### config.mk
export PLATFORM = sky130hd
export DESIGN_NAME = sram_like_arbiter
export DESIGN_NICKNAME = d
export VERILOG_FILES = /design/src/rtl/sram_like_arbiter_pkg.sv /design/src/rtl/sram_like_arbiter_tag_fifo.sv /design/src/rtl/sram_like_arbiter.sv
export SDC_FILE = /design/constraint.sdc
export NUM_CORES = 1
export LEC_CHECK = 0
export BUFFER_PORTS_ARGS = -buffer_cell sky130_fd_sc_hd__buf_2
export CAP_MARGIN = 5
export CORE_AREA = 4 4 119 121
export CTS_CLUSTER_SIZE = 20
export DETAILED_ROUTE_END_ITERATION = 10
export DIE_AREA = 0 0 123 125
export PLACE_DENSITY = 0.56
export RECOVER_POWER = 50
export SYNTH_ARGS = -nofsm -noshare
export SYNTH_HDL_FRONTEND = slang
export SYNTH_SLANG_ARGS = --single-unit
export TNS_END_PERCENT = 100
### constraint.sdc
create_clock -name clk -period 5.6 [get_ports clk]
set_input_delay 0.84 -clock clk [delete_from_list [all_inputs] [get_ports clk]]
set_output_delay 0.84 -clock clk [all_outputs]
set_load 0.02 [all_outputs]
### src/rtl/sram_like_arbiter_pkg.sv
// Shared definitions for the sram-like arbiter and its tag FIFO.
// Master ids are stored in the tag FIFO, and access sizes are passed through unchanged.
package sram_like_arbiter_pkg;

  localparam logic MST_INST = 1'b0;
  localparam logic MST_DATA = 1'b1;

  typedef enum logic [1:0] {
    SZ_BYTE = 2'd0,
    SZ_HALF = 2'd1,
    SZ_WORD = 2'd2
  } size_e;

endpackage

### src/rtl/sram_like_arbiter_tag_fifo.sv
// Synchronous FIFO with an occupancy count and an asynchronous active-low reset.
// DEPTH must be a power of two. Push when full and pop when empty are ignored.
module tag_fifo #(
  parameter int DEPTH = 4,
  parameter int WIDTH = 1,
  localparam int PTR_W = $clog2(DEPTH),
  localparam int CNT_W = PTR_W + 1
) (
  input  logic             clk,
  input  logic             rst_n,
  input  logic             push_i,
  input  logic [WIDTH-1:0] wdata_i,
  input  logic             pop_i,
  output logic [WIDTH-1:0] rdata_o,
  output logic [CNT_W-1:0] count_o,
  output logic             full_o,
  output logic             empty_o
);

  logic [WIDTH-1:0] mem_q [DEPTH];
  logic [PTR_W-1:0] wr_ptr_q, wr_ptr_d, rd_ptr_q, rd_ptr_d;
  logic [CNT_W-1:0] count_q, count_d;
  logic             push_s, pop_s;

  assign full_o  = (count_q == CNT_W'(DEPTH));
  assign empty_o = (count_q == {CNT_W{1'b0}});
  assign count_o = count_q;
  assign rdata_o = mem_q[rd_ptr_q];
  assign push_s  = push_i & ~full_o;
  assign pop_s   = pop_i & ~empty_o;

  // Pointers wrap naturally because DEPTH is a power of two.
  always_comb begin
    wr_ptr_d = wr_ptr_q;
    rd_ptr_d = rd_ptr_q;
    count_d  = count_q;
    if (push_s) begin
      wr_ptr_d = wr_ptr_q + PTR_W'(1);
    end else begin
      wr_ptr_d = wr_ptr_q;
    end
    if (pop_s) begin
      rd_ptr_d = rd_ptr_q + PTR_W'(1);
    end else begin
      rd_ptr_d = rd_ptr_q;
    end
    case ({push_s, pop_s})
      2'b10:   count_d = count_q + CNT_W'(1);
      2'b01:   count_d = count_q - CNT_W'(1);
      default: count_d = count_q;
    endcase
  end

  always_ff @(posedge clk or negedge rst_n) begin
    if (!rst_n) begin
      wr_ptr_q <= {PTR_W{1'b0}};
      rd_ptr_q <= {PTR_W{1'b0}};
      count_q  <= {CNT_W{1'b0}};
      for (int i = 0; i < DEPTH; i++) begin
        mem_q[i] <= {WIDTH{1'b0}};
      end
    end else begin
      wr_ptr_q <= wr_ptr_d;
      rd_ptr_q <= rd_ptr_d;
      count_q  <= count_d;
      if (push_s) begin
        mem_q[wr_ptr_q] <= wdata_i;
      end
    end
  end

endmodule

### src/rtl/sram_like_arbiter.sv
// Merges the inst and data sram-like masters onto a single slave port. Data has priority
// over inst, and a presented request is locked until it is accepted. Responses are routed in order via a tag FIFO.
module sram_like_arbiter
  import sram_like_arbiter_pkg::*;
#(
  parameter int ADDR_W    = 32,
  parameter int DATA_W    = 32,
  parameter int MAX_OUTST = 4
) (
  input  logic              clk,
  input  logic              resetn,
  input  logic              inst_req,
  input  logic              inst_wr,
  input  logic [1:0]        inst_size,
  input  logic [ADDR_W-1:0] inst_addr,
  input  logic [DATA_W-1:0] inst_wdata,
  output logic              inst_addr_ok,
  output logic              inst_data_ok,
  output logic [DATA_W-1:0] inst_rdata,
  input  logic              data_req,
  input  logic              data_wr,
  input  logic [1:0]        data_size,
  input  logic [ADDR_W-1:0] data_addr,
  input  logic [DATA_W-1:0] data_wdata,
  output logic              data_addr_ok,
  output logic              data_data_ok,
  output logic [DATA_W-1:0] data_rdata,
  output logic              mem_req,
  output logic              mem_wr,
  output logic [1:0]        mem_size,
  output logic [ADDR_W-1:0] mem_addr,
  output logic [DATA_W-1:0] mem_wdata,
  input  logic              mem_addr_ok,
  input  logic              mem_data_ok,
  input  logic [DATA_W-1:0] mem_rdata,
  output logic              err_unexp_rsp
);

  localparam int CNT_W = $clog2(MAX_OUTST) + 1;

  logic             grant_s, granted_req_s, full_s, empty_s, push_s, pop_s, head_s;
  logic [CNT_W-1:0] count_s;
  logic             lock_valid_q, lock_valid_d, lock_id_q, lock_id_d, err_q, err_d;

  always_comb begin
    grant_s = MST_INST;
    if (lock_valid_q) begin
      grant_s = lock_id_q;
    end else if (data_req) begin
      grant_s = MST_DATA;
    end else begin
      grant_s = MST_INST;
    end
  end

  assign granted_req_s = (grant_s == MST_DATA) ? data_req : inst_req;
  // Gating with resetn keeps the combinational request low while reset is held.
  assign mem_req   = resetn & ~full_s & granted_req_s;
  assign mem_wr    = (grant_s == MST_DATA) ? data_wr    : inst_wr;
  assign mem_size  = (grant_s == MST_DATA) ? data_size  : inst_size;
  assign mem_addr  = (grant_s == MST_DATA) ? data_addr  : inst_addr;
  assign mem_wdata = (grant_s == MST_DATA) ? data_wdata : inst_wdata;

  assign push_s       = mem_req & mem_addr_ok;
  assign pop_s        = mem_data_ok & (count_s != {CNT_W{1'b0}});
  assign inst_addr_ok = push_s & (grant_s == MST_INST);
  assign data_addr_ok = push_s & (grant_s == MST_DATA);
  assign inst_data_ok = pop_s & (head_s == MST_INST);
  assign data_data_ok = pop_s & (head_s == MST_DATA);
  assign inst_rdata   = mem_rdata;
  assign data_rdata   = mem_rdata;
  assign err_unexp_rsp = err_q;

  always_comb begin
    lock_valid_d = 1'b0;
    lock_id_d    = lock_id_q;
    if (mem_req & ~mem_addr_ok) begin
      lock_valid_d = 1'b1;
      lock_id_d    = grant_s;
    end else begin
      lock_valid_d = 1'b0;
    end
    err_d = err_q | (mem_data_ok & empty_s);
  end

  always_ff @(posedge clk or negedge resetn) begin
    if (!resetn) begin
      lock_valid_q <= 1'b0;
      lock_id_q    <= MST_INST;
      err_q        <= 1'b0;
    end else begin
      lock_valid_q <= lock_valid_d;
      lock_id_q    <= lock_id_d;
      err_q        <= err_d;
    end
  end

  tag_fifo #(
    .DEPTH (MAX_OUTST),
    .WIDTH (1)
  ) u_tag_fifo (
    .clk     (clk),
    .rst_n   (resetn),
    .push_i  (push_s),
    .wdata_i (grant_s),
    .pop_i   (pop_s),
    .rdata_o (head_s),
    .count_o (count_s),
    .full_o  (full_s),
    .empty_o (empty_s)
  );

endmodule

==> PnR_summary.wiki <==
{| class="wikitable"
! Metric !! Value
|-
| Remaining routing DRC violations || 0
|-
| Maximum capacitance violations || 0
|-
| Number of nets in the final layout || 658
|-
| Synthesis-stage register bit count || 14
|-
| Worst ir drop on vdd || 0.157 mV
|-
| Clock Sinks || 14
|-
| Number of global-route vias before repair || 2417
|-
| Arr. time, crit path || 2.51 ns
|-
| Post-route clock skew || about 0.0045 ns
|-
| Synthesized net count || roughly 520
|-
| Path type of the worst setup path || in -> out
|-
| Fraction of the cycle the final worst path needs || 59.9%
|-
| Synth Area in Compound Gates || under 10%
|-
| Final-report hold violation count || 0
|-
| Number of gates given a new drive strength after cts || 0
|-
| Number of cells on the worst hold path || 1
|-
| Combinational group share of total power || 64.0%
|-
| Share of synthesized area spent on multiplexers || between 4 and 5%
|-
| CP Launch Type || input pin
|-
| Total CTS buffers || 3
|-
| Met3 Use GR || 5.19%
|-
| Final critical-path setup slack || between 2 and 2.5 ns
|-
| Count of cells along the worst register-to-register path || 9
|-
| Global-route congestion overflow total || 0
|-
| CTS Hold Buffers Added || 0
|-
| Met2 demand-to-capacity share in global routing || 16.9%
|-
| Synthesized-area fraction occupied by adder cells || about 4.0%
|-
| Cell row count || 42
|-
| Post-synthesis area per instance || between 5 and 6 sq um
|-
| Cell count after synthesis || ~340
|-
| Register area share after synthesis || about 17%
|-
| Die area || 15400 sq um
|-
| Filler cells || 1496
|-
| Root buffer cell || sky130_fd_sc_hd__clkbuf_16
|-
| DR iter-0 viols || 108
|-
| Number of levels the H-tree was split into || 1
|-
| Core area || 13100 sq um
|-
| Net Switching || roughly 460 uW
|-
| I/O Pins || 309
|-
| Final-report max-slew violation count || 0
|-
| Most common cell after layout, fill and taps aside || sky130_fd_sc_hd__buf_2
|-
| Status || complete, no violations
|-
| Pin count of the biggest net entering global routing || 71
|-
| Post-synthesis cell area || 2040 sq um
|-
| Worst hold slack || 0.459 ns
|-
| Number of distinct library cells after synthesis || 27
|-
| Power density normalized to cell area || about 330 nW/um^2
|-
| Max Clock Freq || 298 MHz
|-
| Number of antenna diodes || 0
|-
| Average vias per placed instance || ~3.8
|-
| Share of the synthesized netlist area taken by xor and xnor gates || 2.58%
|-
| Total number of yosys warnings || 0
|-
| Routability congestion estimate from global placement || 0.819
|-
| Slew at the pin closest to its max-slew limit || 0.770 ns
|-
| Buffer depth of the longest clock path || 2
|-
| GRT busiest layer || met2
|-
| Global-route track usage on met1 || 12.3%
|-
| Via count || 2478
|-
| CTS clock-pin slew for the worst setup and hold paths || 0.05 ns
|-
| Buffers inserted by post-CTS timing repair || 0
|-
| TritonCTS clock tree || yes
|-
| Routed WL per cell || 13.4 um
|-
| Post-placement setup slack || about 2.2 ns
|-
| Slew headroom || 48.6%
|-
| Total placed cells including tap cells || 651
|-
| Initial Utilization || 15.6%
|-
| Global-route wire length before repair || 12700 um
|-
| Synthesized-area fraction occupied by and/or/nand/nor cells || just over 40%
|-
| Finished Layout Cells || around 660
|-
| Worst skew pair latency || 0.24 ns
|-
| Initial antenna violation count || 1
|-
| Largest family of logic cells by synthesized area || simple AND/OR/NAND/NOR gates
|-
| Required time of the worst setup path || 4.76 ns
|-
| Most frequent cells in the layout || sky130_fd_sc_hd__buf_2, sky130_fd_sc_hd__nand2_1, sky130_fd_sc_hd__dfrtp_1
|-
| Number of search-and-repair iterations in the first detailed-routing pass || 4
|-
| Area growth from synthesis to final layout || 41.6%
|-
| Clock period minus final worst setup slack || 3.35 ns
|-
| Horizontal die dimension || ~120 um
|-
| Sequential share of power || between 20% and 30%
|-
| Detailed-route wire length || 8750 um
|-
| Type of the worst min-delay path || reg -> reg
|-
| Fraction of layout instances using a drive strength above 1 || 45.9%
|-
| Leakage Power || 0.00183 uW
|-
| Port-buffer cells || 212
|-
| Y dimension of the die || 125 um
|-
| Internal power of the cells || 496 uW
|-
| Critical Path Fanout Max || 70
|-
| Total routing usage reported by global routing || between 10% and 20%
|-
| Fraction of power consumed by the clock network || between 15 and 20%
|-
| Setup violations, final || 0
|-
| Placed wire-length estimate after detailed placement || 7550 um
|-
| Switching part of the total || 47.9%
|-
| Sum of negative setup slack || 0 ns
|-
| Endpoint class of the critical path || output port
|-
| Setup repair after global routing missed its margin || false
|-
| Detail Route Antenna Nets || 0
|-
| Overall power || approximately 950 uW
|}
## per-layer routing
layer  vias to the layer above  part of all wire, %
met1                      1012                   38
met5                         -                 0.15
li1                       1251                    -
met3                        12                   17
met2                       201                   44
met4                         2                 0.87
## synth_stat cells
library cell,number,area (sq um)
sky130_fd_sc_hd__nand2_1,202,758
sky130_fd_sc_hd__buf_4,65,488
sky130_fd_sc_hd__dfrtp_1,14,350
sky130_fd_sc_hd__clkbuf_1,12,45.0
sky130_fd_sc_hd__inv_1,6,22.5
sky130_fd_sc_hd__ha_1,5,62.6
sky130_fd_sc_hd__a31oi_1,4,25.0
sky130_fd_sc_hd__a41oi_1,4,35.0
sky130_fd_sc_hd__nor2_1,4,15.0
sky130_fd_sc_hd__xnor2_1,4,35.0
sky130_fd_sc_hd__buf_1,2,7.51
sky130_fd_sc_hd__mux2_4,2,30.0
sky130_fd_sc_hd__mux2i_1,2,20.0
sky130_fd_sc_hd__xor2_1,2,17.5
sky130_fd_sc_hd__a21o_1,1,7.51
sky130_fd_sc_hd__and2_1,1,6.26
sky130_fd_sc_hd__buf_2,1,5.00
sky130_fd_sc_hd__fa_1,1,20.0
sky130_fd_sc_hd__mux2_1,1,11.3
sky130_fd_sc_hd__mux4_2,1,22.5
sky130_fd_sc_hd__nand2_4,1,11.3
sky130_fd_sc_hd__nand2b_1,1,6.26
sky130_fd_sc_hd__nand3b_1,1,7.51
sky130_fd_sc_hd__nor2b_1,1,6.26
sky130_fd_sc_hd__nor3_1,1,5.00
sky130_fd_sc_hd__o2111a_1,1,11.3
sky130_fd_sc_hd__or3b_1,1,8.76
## kinds of logic after synthesis
kind of cell,after synthesis
AO/OA/AOI/OAI,10
flip-flops,14
buffers and inverters,86
XOR/XNOR,6
multiplexers,6
adder cells (fa/ha/maj),6
AND/OR/NAND/NOR,213
## area by class of cell
type	instances	area [sq um]	area share [%]
timing repair buffer	214	1070	37.1
multi-input combinational	241	1130	39.3
tap	176	220	7.62
inverter	6	22.5	0.780
sequential	14	350	12.1
clock buffer	4	88.8	3.07
## path summary, 6_finish.rpt
check	startpoint	end	slack [ns]
max in group asynchronous	resetn	u_tag_fifo.count_o[0]	4.47
min in group asynchronous	resetn	u_tag_fifo.mem_q[3]	0.65
worst max register to register	lock_valid_q	u_tag_fifo.count_o[2]	2.81
worst min register to register	err_unexp_rsp	err_unexp_rsp	0.46
worst max-delay path	data_req	inst_addr_ok	2.25
worst min-delay path	err_unexp_rsp	err_unexp_rsp	0.46
## power groups by stage
stage	logic (uW)	registers, uW	clock network, uW
final	609	197	146
after CTS	620	197	149
after global placement	618	198	0
after global routing	672	203	154
after floorplan	474	189	0
after detailed placement	617	198	0
## metrics by stage
stage	instance area (sq um)	util, %
floorplan	2040	-
global placement	2800	21.4
detailed placement	2800	21.4
CTS	2890	22.1
global route	2890	22.1
finish	2890	22.1
## sequential cells by signal, indices dropped and copies added, names as in the netlist
name / flops
err_unexp_rsp: 1
lock_id_q: 1
lock_valid_q: 1
u_tag_fifo.count_o: 3
u_tag_fifo.mem_q: 4
u_tag_fifo.rd_ptr_q: 2
u_tag_fifo.wr_ptr_q: 2
## worst max-delay path, cell delays in order
cell	delay [ns]
sky130_fd_sc_hd__buf_2	0.13
sky130_fd_sc_hd__mux2_4	0.61
sky130_fd_sc_hd__o2111a_1	0.52
sky130_fd_sc_hd__nand2_4	0.13
sky130_fd_sc_hd__nor2_1	0.10
sky130_fd_sc_hd__buf_2	0.18
Power figures use the tool's default switching activity.
